==> src/rtl/clock_div_pkg.sv <==
// Shared constants for the programmable clock divider.
// Imported by the channel and the multi-channel top.
package clock_div_pkg;

  localparam int CLKDIV_MIN_RATIO = 2;
  localparam int CLKDIV_W         = 8;

endpackage

==> src/rtl/clock_div_chan.sv <==
// One divider channel: ratio and enable are sampled only at idle
// or at the period boundary, so the output never glitches.
module clock_div_chan
  import clock_div_pkg::*;
#(
  parameter int W = CLKDIV_W
) (
  input  logic         in_clk,
  input  logic         rst_n,
  input  logic         en,
  input  logic [W-1:0] div_val,
  output logic         out_clk,
  output logic         tick,
  output logic         running
);

  logic [W-1:0] cnt;
  logic [W-1:0] r_act;
  logic [W-1:0] cnt_nxt;
  logic [W-1:0] r_last;
  logic [W-1:0] r_half;
  logic         startable;
  logic         at_bnd;

  assign startable = en && (div_val >= W'(CLKDIV_MIN_RATIO));
  assign cnt_nxt   = cnt + W'(1);
  assign r_last    = r_act - W'(1);
  assign r_half    = r_act >> 1;
  assign at_bnd    = (cnt == r_last);

  always_ff @(posedge in_clk or negedge rst_n) begin
    if (!rst_n) begin
      cnt     <= '0;
      r_act   <= '0;
      running <= 1'b0;
      out_clk <= 1'b0;
      tick    <= 1'b0;
    end else begin
      unique case (1'b1)
        !running: begin
          cnt <= '0;
          if (startable) begin
            r_act   <= div_val;
            running <= 1'b1;
            out_clk <= 1'b1;
            tick    <= 1'b1;
          end else begin
            out_clk <= 1'b0;
            tick    <= 1'b0;
          end
        end
        running && !at_bnd: begin
          cnt     <= cnt_nxt;
          out_clk <= (cnt_nxt < r_half);
          tick    <= 1'b0;
        end
        running && at_bnd: begin
          cnt <= '0;
          if (startable) begin
            r_act   <= div_val;
            out_clk <= 1'b1;
            tick    <= 1'b1;
          end else begin
            running <= 1'b0;
            out_clk <= 1'b0;
            tick    <= 1'b0;
          end
        end
        default: begin
          cnt     <= '0;
          running <= 1'b0;
          out_clk <= 1'b0;
          tick    <= 1'b0;
        end
      endcase
    end
  end

endmodule

==> src/rtl/clock_div_prog.sv <==
// Multi-channel programmable clock divider: NUM_CH independent
// channels sharing only the source clock and reset.
module clock_div_prog
  import clock_div_pkg::*;
#(
  parameter int NUM_CH = 2,
  parameter int W      = CLKDIV_W
) (
  input  logic                in_clk,
  input  logic                rst_n,
  input  logic [NUM_CH-1:0]   en,
  input  logic [NUM_CH*W-1:0] div_val,
  output logic [NUM_CH-1:0]   out_clk,
  output logic [NUM_CH-1:0]   tick,
  output logic [NUM_CH-1:0]   running
);

  for (genvar c = 0; c < NUM_CH; c++) begin : g_ch
    clock_div_chan #(
      .W(W)
    ) u_chan (
      .in_clk (in_clk),
      .rst_n  (rst_n),
      .en     (en[c]),
      .div_val(div_val[c*W +: W]),
      .out_clk(out_clk[c]),
      .tick   (tick[c]),
      .running(running[c])
    );
  end

endmodule

==> config.mk <==
export PLATFORM = sky130hd
export DESIGN_NAME = clock_div_prog
export DESIGN_NICKNAME = d
export VERILOG_FILES = /design/src/rtl/clock_div_pkg.sv /design/src/rtl/clock_div_chan.sv /design/src/rtl/clock_div_prog.sv
export SDC_FILE = /design/constraint.sdc
export NUM_CORES = 1
export LEC_CHECK = 0
export ABC_AREA = 1
export BUFFER_PORTS_ARGS = -buffer_cell sky130_fd_sc_hd__buf_2
export CORE_ASPECT_RATIO = 2
export CORE_MARGIN = 4
export CORE_UTILIZATION = 35
export CTS_BUF_LIST = sky130_fd_sc_hd__clkbuf_8
export CTS_CLUSTER_DIAMETER = 50
export DETAILED_ROUTE_END_ITERATION = 7
export PLACE_DENSITY = 0.51
export SLEW_MARGIN = 20
export SYNTH_ARGS = -nofsm -noshare
export SYNTH_HDL_FRONTEND = slang
export SYNTH_SLANG_ARGS = --single-unit
==> constraint.sdc <==
create_clock -name in_clk -period 3.5 [get_ports in_clk]
set_input_delay 0.35 -clock in_clk [delete_from_list [all_inputs] [get_ports in_clk]]
set_output_delay 0.35 -clock in_clk [all_outputs]
set_load 0.005 [all_outputs]
==> results of run 1 <==
[flip-flops by register name, summed over array words and instances (netlist names)]
| register | count |
|---|---|
| g_ch.u_chan.cnt | 16 |
| g_ch.u_chan.r_act | 16 |
| g_ch.u_chan.out_clk | 2 |
| g_ch.u_chan.tick | 2 |
| g_ch.u_chan.running | 2 |
[worst max path at each step]
stage | start | to | slack, ns | depth (start not counted)
after floorplan | g_ch[1].u_chan.cnt[0]$_DFF_PN0_ | g_ch[1].u_chan.out_clk$_DFF_PN0_ | 1.69 | 11
after global placement | g_ch[1].u_chan.cnt[0]$_DFF_PN0_ | g_ch[1].u_chan.out_clk$_DFF_PN0_ | 1.33 | 11
after detailed placement | g_ch[1].u_chan.r_act[0]$_DFFE_PN0P_ | g_ch[1].u_chan.r_act[4]$_DFFE_PN0P_ | 1.33 | 13
after CTS | g_ch[1].u_chan.r_act[0]$_DFFE_PN0P_ | g_ch[1].u_chan.r_act[4]$_DFFE_PN0P_ | 1.31 | 13
after global routing | g_ch[1].u_chan.r_act[0]$_DFFE_PN0P_ | g_ch[1].u_chan.r_act[4]$_DFFE_PN0P_ | 1.11 | 13
final | g_ch[1].u_chan.r_act[0]$_DFFE_PN0P_ | g_ch[1].u_chan.r_act[4]$_DFFE_PN0P_ | 1.34 | 13
[placed cells by master (no fill, tap or decap), drive strengths merged, types with 2 or more instances in the layout]
cell and instances:
nand2 91, inv 44, nor2 43, dfrtp 38
nand3 34, buf 25, ha 16, xor2 14
xnor2 8, a21oi 7, nand4 7, clkbuf 5
nor3 5, o21ai 4, o21a 2
[cell families (layout without fill, tap and decap cells)]
group / after synthesis / after routing / share of synthesized area
AO/OA/AOI/OAI: 16 / 16 / 0.0369
AND/OR/NAND/NOR: 183 / 183 / 0.330
adder cells (fa/ha/maj): 16 / 16 / 0.0786
flip-flops: 38 / 38 / 0.373
XOR/XNOR: 23 / 23 / 0.0845
buffers and inverters: 53 / 75 / 0.0968
[layer usage]
layer,vias to the layer above,track usage,share of wire
met5,-,0,0
met4,0,0.0739,0.036
met1,965,0.143,0.34
li1,1076,-,-
met2,38,0.297,0.60
met3,14,0.0253,0.030
[power by group]
part           internal (mW)  total, mW  switching, mW
logic                  0.326      0.750          0.424
registers              0.532      0.637          0.106
clock network          0.132      0.287          0.155
total                  0.989       1.67          0.686
[final cells by class]
| cell class | count | area [um^2] |
|---|---|---|
| Fill cell | 758 | 4220 |
| Multi-Input combinational cell | 238 | 1350 |
| Sequential cell | 38 | 951 |
| Inverter | 43 | 161 |
| Timing Repair Buffer | 25 | 125 |
| Tap cell | 90 | 113 |
| Clock buffer | 5 | 68.8 |
| Clock inverter | 2 | 7.51 |
[worst register-to-register path, cell delays in order, from the launching register on]
cell and delay (ns):
sky130_fd_sc_hd__dfrtp_1 0.41, sky130_fd_sc_hd__inv_1 0.13, sky130_fd_sc_hd__ha_1 0.18, sky130_fd_sc_hd__inv_1 0.06
sky130_fd_sc_hd__nor2_2 0.22, sky130_fd_sc_hd__nand2_1 0.12, sky130_fd_sc_hd__nand2_1 0.08, sky130_fd_sc_hd__nand3_1 0.09
sky130_fd_sc_hd__nor2_1 0.13, sky130_fd_sc_hd__nand4_2 0.13, sky130_fd_sc_hd__nand2_4 0.23, sky130_fd_sc_hd__nand2_4 0.14
sky130_fd_sc_hd__nand2_1 0.09, sky130_fd_sc_hd__nand2_1 0.05
==> run metrics, run 1 <==
clock latency on the worst-skew pair=0.29 ns; DRC violation count after routing=0; Post-synth EDFFs=0; number of buffer cells added on primary ports=25; share of cells above drive strength 1=0.137; number of instances resized during post-cts repair=0; first-pass GRT wire length=9860 um; post-synth net total=365; Bufs on Longest Clock Path=2; unique cell type count in the Yosys netlist=33; Die Width=68.3 um; ant diodes=0; total number of placement rows=43; Core Box Area=6990 um^2; startpoint of the worst-slack reg-to-reg timing path=g_ch[1].u_chan.r_act[0]$_DFFE_PN0P_; setup skew after layout=0.00194 ns; maximum fanout count along the critical path=18; Via Count=2093; Async SR Flop Fraction=1.00; router iterations before antenna repair=4; CTS clock-pin slew for the worst setup and hold paths=0.07 ns; max-cap check violation count=0; fraction of the yosys area taken by sequential cells=0.373; post-route cell area=2780 um^2; Netlist Area Pre-Place=2550 um^2; Die Ht=129 um; Buf+Inv Stages, Crit Path=2; number of hold violations in the final report=0; Final Max Slew Viols=0; DR WL/cell=13.2 um; yosys warns=0; area grow syn2layout=8.99%; HP Class=in2async; worst-case setup slack after placement=1.33 ns; TritonCTS clock tree=yes; worst-case register-to-register setup slack=1.34 ns; WS Path Type=reg2reg; initial antenna violation count=0; most common flop cell mapped by yosys=sky130_fd_sc_hd__dfrtp_1; cell type with the highest occurrence count on the critical path=sky130_fd_sc_hd__nand2_1; Yosys reg bits=38; Cells after DPL=434; Synth area leader=sky130_fd_sc_hd__dfrtp_1; Post-Route WL=5820 um; family with the most delay on the worst path=simple AND/OR/NAND/NOR gates; final worst setup slack=1.34 ns; Die Area=8790 um^2; top cells by area, synth=sky130_fd_sc_hd__dfrtp_1 37%, sky130_fd_sc_hd__nand2_1 13%, sky130_fd_sc_hd__ha_1 7.9%; normalized max-slew margin=0.394; number of top-level pins=26; highest attainable clock frequency=463 MHz; share of the clock period used by the worst path=0.617; Startpoint Class=flop; standby leakage power=1.47 nW; number of sinks handled by clock tree synthesis=38; Setup-failing EPs final=0; critical path data arrival time=2.35 ns; required time of the critical path=3.69 ns; DR vias/cell=4.75; Tot Pwr=1.67 mW; most common cell in the netlist=sky130_fd_sc_hd__nand2_1; area share of the largest cell type after synthesis=0.373; Starting Density=0.364; number of buffers created by CTS=5; number of DRC markers in iteration 0=104; run status=finished, final reports clean; Post-DP Area=2700 um^2; Overflow after GRT=0; unrepaired setup endpoints after global routing=false; reg-to-reg critical path endpoint=g_ch[1].u_chan.r_act[4]$_DFFE_PN0P_; ratio of total power to cell area=604 nW/um^2; final weighted congestion in routability-driven placement=0.781; nets=387; placed wire-length estimate after detailed placement=4570 um; global-route total usage across every layer=0.153; actual transition at the worst max-transition pin=0.909 ns; final design utilization=0.397; Clock Tree Root=sky130_fd_sc_hd__clkbuf_8; post-CTS setup buffer count=0; shortest clock period the worst path allows after layout=2.16 ns; cells traversed along the worst timing path=inv_1, ha_1, inv_1, nor2_2, nand2_1, nand2_1, nand3_1, nor2_1, nand4_2, nand2_4, nand2_4, nand2_1, nand2_1; remaining antenna violation count=0; vias in the first global route=2205; Max stage delay on crit path=0.41 ns; slowest cell on the critical path=sky130_fd_sc_hd__dfrtp_1; depth of the worst register-to-register path=13; smallest hold slack=0.186 ns; mean instance size in the synthesized netlist=7.74 um^2; pin count of the biggest net entering global routing=39; number of instances in the synthesized netlist=329; sum of negative setup slack=0 ns; Crit. End Element=flop; final cell count without fillers=441; commonest cells in the synthesized netlist=87 x sky130_fd_sc_hd__nand2_1, 40 x sky130_fd_sc_hd__inv_1, 38 x sky130_fd_sc_hd__dfrtp_1, 38 x sky130_fd_sc_hd__nor2_1, 31 x sky130_fd_sc_hd__nand3_1; H-tree Lvls=2; Worst VDD drop=0.000296 V; cts-stage hold buffer count=0
No activity file was read; power rests on OpenSTA's default activity.
==> run 2: changes to the inputs <==
==> constraint.sdc (replaced) <==
create_clock -name in_clk -period 2.2 [get_ports in_clk]
set_input_delay 0.22 -clock in_clk [delete_from_list [all_inputs] [get_ports in_clk]]
set_output_delay 0.22 -clock in_clk [all_outputs]
set_load 0.005 [all_outputs]
==> run 2 against run 1 <==
Against the previous run: core utilization up 1.4 points; flip-flop and latch count unchanged; register-to-register slack worse by 1.2 ns; combinational power up 73%; largest power group unchanged; highest routed layer unchanged.
==> run metrics, run 2 (same netlist as run 1, synthesis figures left out) <==
Cells after DPL=439; standby leakage power=1.51 nW; most common library cell in the layout ignoring fill and taps=sky130_fd_sc_hd__nand2_1; pin count of the biggest net entering global routing=25; Post-DP Area=2740 um^2; Die Width=68.3 um; router iterations before antenna repair=4; global routing's busiest layer=met2; actual transition at the worst max-transition pin=0.604 ns; global-route total usage across every layer=0.160; required time of the critical path=2.38 ns; placed wire-length estimate after detailed placement=4910 um; H-tree Lvls=2; Die Ht=129 um; Via Count=2131; CTS clock-pin slew for the worst setup and hold paths=0.07 ns; Net Sw Power=1.13 mW; Max stage delay on crit path=0.44 ns; number of sinks handled by clock tree synthesis=38; critical path endpoint=g_ch[1].u_chan.out_clk$_DFF_PN0_; total number of placement rows=43; net switching fraction of the power=0.409; normalized max-slew margin=0.597; HP Class=in2reg; Core Box Area=6990 um^2; cells traversed along the worst timing path=ha_1, nand2_1, inv_1, nand4_1, xor2_1, inv_1, ha_1, nand2_1, o21ai_0, nor2_1, nand3_1, nand2_1; nets=395; Buf+Inv Stages, Crit Path=2; final cell count without fillers=449; initial antenna violation count=0; logic gate share of total power=0.471; run status=finished, final reports clean; biggest registers after layout=g_ch.u_chan.cnt x16, g_ch.u_chan.r_act x16; post-route cell area=2870 um^2; DR WL/cell=13.1 um; Die Area=8790 um^2; Clock Tree Root=sky130_fd_sc_hd__clkbuf_8; unrepaired setup endpoints after global routing=false; max-cap check violation count=0; Crit. End Element=flop; Tot Pwr=2.76 mW; family with the most delay on the worst path=adder cells; DR vias/cell=4.75; final weighted congestion in routability-driven placement=0.780; Worst Hold Launch=div_val[0]; Final Max Slew Viols=0; ratio of total power to cell area=960 nW/um^2; setup skew after layout=0.00277 ns; TritonCTS clock tree=yes; share of the clock period used by the worst path=0.916; first-pass GRT wire length=10400 um; cell type with the highest occurrence count on the critical path=sky130_fd_sc_hd__nand2_1; worst-case register-to-register setup slack=0.19 ns; DRC violation count after routing=0; ant diodes=0; Overflow after GRT=0; remaining antenna violation count=0; number of buffers created by CTS=5; highest attainable clock frequency=496 MHz; number of cells on the critical path=12; number of top-level pins=26; startpoint of the worst-slack reg-to-reg timing path=g_ch[1].u_chan.cnt[0]$_DFF_PN0_; Post-Route WL=5890 um; Bufs on Longest Clock Path=2; Setup-failing EPs final=0; reg-to-reg critical path endpoint=g_ch[1].u_chan.out_clk$_DFF_PN0_; internal power of the cells=1.63 mW; number of hold violations in the final report=0; number of buffer cells added on primary ports=25; most frequent cells in the layout=87 x sky130_fd_sc_hd__nand2_1, 41 x sky130_fd_sc_hd__inv_1, 37 x sky130_fd_sc_hd__dfrtp_1, 36 x sky130_fd_sc_hd__nor2_1, 31 x sky130_fd_sc_hd__nand3_1; critical path data arrival time=2.19 ns; shortest clock period the worst path allows after layout=2.01 ns; met2 Use GR=0.322; launching instance or port of the critical path=g_ch[1].u_chan.cnt[0]$_DFF_PN0_; Starting Density=0.364; Worst VDD drop=0.000562 V; depth of the worst register-to-register path=12; sum of negative setup slack=0 ns; clock latency on the worst-skew pair=0.29 ns; M1 GR Usage=0.144; GR Layer Usage met3=0.0262; number of DRC markers in iteration 0=74; smallest hold slack=0.160 ns; Clock Power Share=0.165; vias in the first global route=2299; share of cells above drive strength 1=0.175; Startpoint Class=flop; area grow syn2layout=12.8%; slowest cell on the critical path=sky130_fd_sc_hd__dfrtp_2; number of filler cells placed in the layout=765; WS Path Type=reg2reg; sequential fraction of design power=0.365; maximum fanout count along the critical path=5
==> run 2: cell count changes in the layout (fill, tap and decap cells not counted), sizes merged <==
| cell | previous run | this run |
|---|---|---|
| dlygate4sd3 | 0 | 1 |
| buf | 25 | 32 |
==> run 2: worst reg2reg max path: stages (launching register included) <==
cell and delay [ns]:
sky130_fd_sc_hd__dfrtp_2 0.44, sky130_fd_sc_hd__ha_1 0.22, sky130_fd_sc_hd__nand2_1 0.07, sky130_fd_sc_hd__inv_1 0.09
sky130_fd_sc_hd__nand4_1 0.11, sky130_fd_sc_hd__xor2_1 0.20, sky130_fd_sc_hd__inv_1 0.07, sky130_fd_sc_hd__ha_1 0.27
sky130_fd_sc_hd__nand2_1 0.07, sky130_fd_sc_hd__o21ai_0 0.15, sky130_fd_sc_hd__nor2_1 0.07, sky130_fd_sc_hd__nand3_1 0.07
sky130_fd_sc_hd__nand2_1 0.07
==> run 2: cell type report <==
type | count | area [um^2] | area share
inverters | 43 | 161 | 0.0562
clock inverters | 2 | 7.51 | 0.00261
well taps | 90 | 113 | 0.0392
clock buffers | 5 | 68.8 | 0.0240
flip-flops and latches | 38 | 952 | 0.331
repair buffers | 33 | 188 | 0.0653
multi-input cells | 238 | 1380 | 0.481
==> run 2: metrics by stage <==
step,util,setup WS (ns)
after floorplan,-,0.386
after global placement,0.391,0.0170
after detailed placement,0.391,0.0288
after CTS,0.404,0.00422
after global routing,0.411,0.00897
final,0.411,0.186
==> run 2: metal layers <==
metal	wire length, um	vias to the layer above
met5	0	-
met3	173	10
met4	181	0
met2	3690	30
met1	1850	1003
li1	-	1088
==> run 2: what timing repair did <==
action / CTS / global route
setup buffers: 0 / 2
resized for setup: 0 / 10
hold buffers: 1 / 0
endpoints found under the setup margin: 0 / 27
endpoints found under the hold margin: 14 / 0
==> run 2: power groups by stage <==
stage / Sequential (mW) / Clock [mW] / Combinational [mW]
after global routing: 1.03 / 0.502 / 1.51
after global placement: 1.02 / 0 / 1.26
after detailed placement: 1.02 / 0 / 1.28
after floorplan: 0.984 / 0 / 0.973
after CTS: 1.01 / 0.487 / 1.29
final: 1.01 / 0.454 / 1.30
==> run 2: how the worst min path moves through the flow <==
stage               cells after the start  slack [ns]                                  end
finish                                  3        0.16  g_ch[0].u_chan.r_act[0]$_DFFE_PN0P_
global route                            3        0.16  g_ch[0].u_chan.r_act[0]$_DFFE_PN0P_
CTS                                     3        0.14  g_ch[0].u_chan.r_act[0]$_DFFE_PN0P_
detailed placement                      1        0.14     g_ch[0].u_chan.out_clk$_DFF_PN0_
global placement                        1        0.14     g_ch[0].u_chan.out_clk$_DFF_PN0_
floorplan                               0       -0.08      g_ch[0].u_chan.cnt[0]$_DFF_PN0_
==> run 3: changes to the inputs <==
--- a/config.mk
+++ b/config.mk
@@ -9,11 +9,12 @@
 export BUFFER_PORTS_ARGS = -buffer_cell sky130_fd_sc_hd__buf_2
 export CORE_ASPECT_RATIO = 2
 export CORE_MARGIN = 4
-export CORE_UTILIZATION = 35
+export CORE_UTILIZATION = 44
 export CTS_BUF_LIST = sky130_fd_sc_hd__clkbuf_8
 export CTS_CLUSTER_DIAMETER = 50
 export DETAILED_ROUTE_END_ITERATION = 7
-export PLACE_DENSITY = 0.51
+export PLACE_DENSITY = 0.61
+export REMOVE_ABC_BUFFERS = 1
 export SLEW_MARGIN = 20
 export SYNTH_ARGS = -nofsm -noshare
 export SYNTH_HDL_FRONTEND = slang
==> run 3 against run 2 <==
Against the previous run: maximum frequency shrank 0.74%; clock power increased by 29%; largest cell class unchanged; clock skew increased by 0.0087 ns; largest power group unchanged; final cell count is 6.7% lower; critical path type unchanged.
==> run metrics, run 3 (same netlist as run 1, synthesis figures left out) <==
run status=finished, final reports clean; Starting Density=0.450; Bufs on Longest Clock Path=2; maximum fanout count along the critical path=10; highest attainable clock frequency=493 MHz; global routing's busiest layer=met2; initial antenna violation count=0; number of sinks handled by clock tree synthesis=38; Post-Route WL=6020 um; cts-stage hold buffer count=0; global-route total usage across every layer=0.198; Final Max Slew Viols=0; Overflow after GRT=0; critical path data arrival time=2.22 ns; Max stage delay on crit path=0.41 ns; Post-DP Area=2700 um^2; Cells after DPL=408; unrepaired setup endpoints after global routing=false; normalized max-slew margin=0.391; sum of negative setup slack=0 ns; number of DRC markers in iteration 0=59; final weighted congestion in routability-driven placement=0.930; ratio of total power to cell area=1000 nW/um^2; Clock Tree Root=sky130_fd_sc_hd__clkbuf_8; area grow syn2layout=11.8%; share of the clock period used by the worst path=0.922; Buf+Inv Stages, Crit Path=2; final cell count without fillers=419; HP Class=in2async; ant diodes=0; most frequent cells in the layout=87 x sky130_fd_sc_hd__nand2_1, 41 x sky130_fd_sc_hd__inv_1, 36 x sky130_fd_sc_hd__nor2_1, 36 x sky130_fd_sc_hd__dfrtp_1, 31 x sky130_fd_sc_hd__nand3_1; cells traversed along the worst timing path=inv_1, ha_1, inv_1, nor2_2, nand2_1, nand2_1, nand3_1, nor2_1, nand4_2, nand2_4, nand2_4, nand2_1, nand2_1; actual transition at the worst max-transition pin=0.914 ns; H-tree Lvls=2; family with the most delay on the worst path=simple AND/OR/NAND/NOR gates; slowest cell on the critical path=sky130_fd_sc_hd__dfrtp_1; met2 Use GR=0.395; shortest clock period the worst path allows after layout=2.03 ns; Die Ht=116 um; remaining antenna violation count=0; post-route cell area=2850 um^2; CTS clock-pin slew for the worst setup and hold paths=0.08 ns; DRC violation count after routing=0; number of buffers created by CTS=5; most common library cell in the layout ignoring fill and taps=sky130_fd_sc_hd__nand2_1; number of hold violations in the final report=0; vias in the first global route=2296; standby leakage power=1.52 nW; first-pass GRT wire length=10200 um; placed wire-length estimate after detailed placement=4720 um; Worst VDD drop=0.000733 V; clock latency on the worst-skew pair=0.30 ns; DR vias/cell=5.10; Via Count=2136; DR WL/cell=14.4 um; TritonCTS clock tree=yes; GR Layer Usage met3=0.0323; Die Area=7140 um^2; number of buffer cells added on primary ports=25; M1 GR Usage=0.170; router iterations before antenna repair=4; Die Width=61.8 um; setup skew after layout=0.0115 ns; number of filler cells placed in the layout=570; WS Path Type=reg2reg; Core Box Area=5660 um^2; max-cap check violation count=0; smallest hold slack=0.0420 ns; share of cells above drive strength 1=0.170; Crit. End Element=flop; required time of the critical path=2.39 ns; cell type with the highest occurrence count on the critical path=sky130_fd_sc_hd__nand2_1; number of top-level pins=26; pin count of the biggest net entering global routing=39; Setup-failing EPs final=0; biggest registers after layout=g_ch.u_chan.cnt x16, g_ch.u_chan.r_act x16; total number of placement rows=39; nets=393; Startpoint Class=flop
run 3: layout make-up:
cell class | instances | area, um^2 | share of cell area
Timing Repair Buffer | 31 | 183 | 0.0642
Clock inverter | 3 | 37.5 | 0.0132
Tap cell | 61 | 76.3 | 0.0268
Multi-Input combinational cell | 238 | 1370 | 0.480
Sequential cell | 38 | 953 | 0.335
Inverter | 43 | 161 | 0.0567
Clock buffer | 5 | 68.8 | 0.0242
run 3: metrics by stage:
step | setup slack (ns) | total power [mW] | utilization
after global placement | 0.0110 | 2.23 | 0.477
final | 0.171 | 2.85 | 0.503
after floorplan | 0.386 | 1.92 | -
after CTS | 0.0368 | 2.87 | 0.499
after detailed placement | 0.00739 | 2.25 | 0.477
after global routing | 0.0153 | 3.16 | 0.503
run 3: power by group:
group	internal, mW	switching [mW]
Clock	0.330	0.255
Sequential	0.848	0.180
Combinational	0.560	0.680
Total	1.74	1.11
run 3: routing by layer:
layer | vias to the layer above | part of all wire
met4 | 0 | 0.035
met5 | - | 0
li1 | 1089 | -
met2 | 43 | 0.60
met1 | 990 | 0.33
met3 | 14 | 0.031
run 3: worst paths after layout:
path	start	to	slack, ns	cells past startpoint
worst max-delay path	g_ch[1].u_chan.r_act[0]$_DFFE_PN0P_	g_ch[1].u_chan.r_act[5]$_DFFE_PN0P_	0.17	13
max in group asynchronous	rst_n	g_ch[0].u_chan.cnt[0]$_DFF_PN0_	1.53	1
worst max register to register	g_ch[1].u_chan.r_act[0]$_DFFE_PN0P_	g_ch[1].u_chan.r_act[5]$_DFFE_PN0P_	0.17	13
min in group in_clk	div_val[0]	g_ch[0].u_chan.r_act[0]$_DFFE_PN0P_	0.15	3
worst min-delay path	rst_n	g_ch[0].u_chan.cnt[3]$_DFF_PN0_	0.04	1
worst min register to register	g_ch[0].u_chan.cnt[0]$_DFF_PN0_	g_ch[0].u_chan.cnt[0]$_DFF_PN0_	0.49	1
run 3: what timing repair did:
item,in CTS,in global routing
pin swaps,1,0
resized for setup,0,8
endpoints found under the setup margin,3,19
buffers inserted,3,0
cloned,0,0
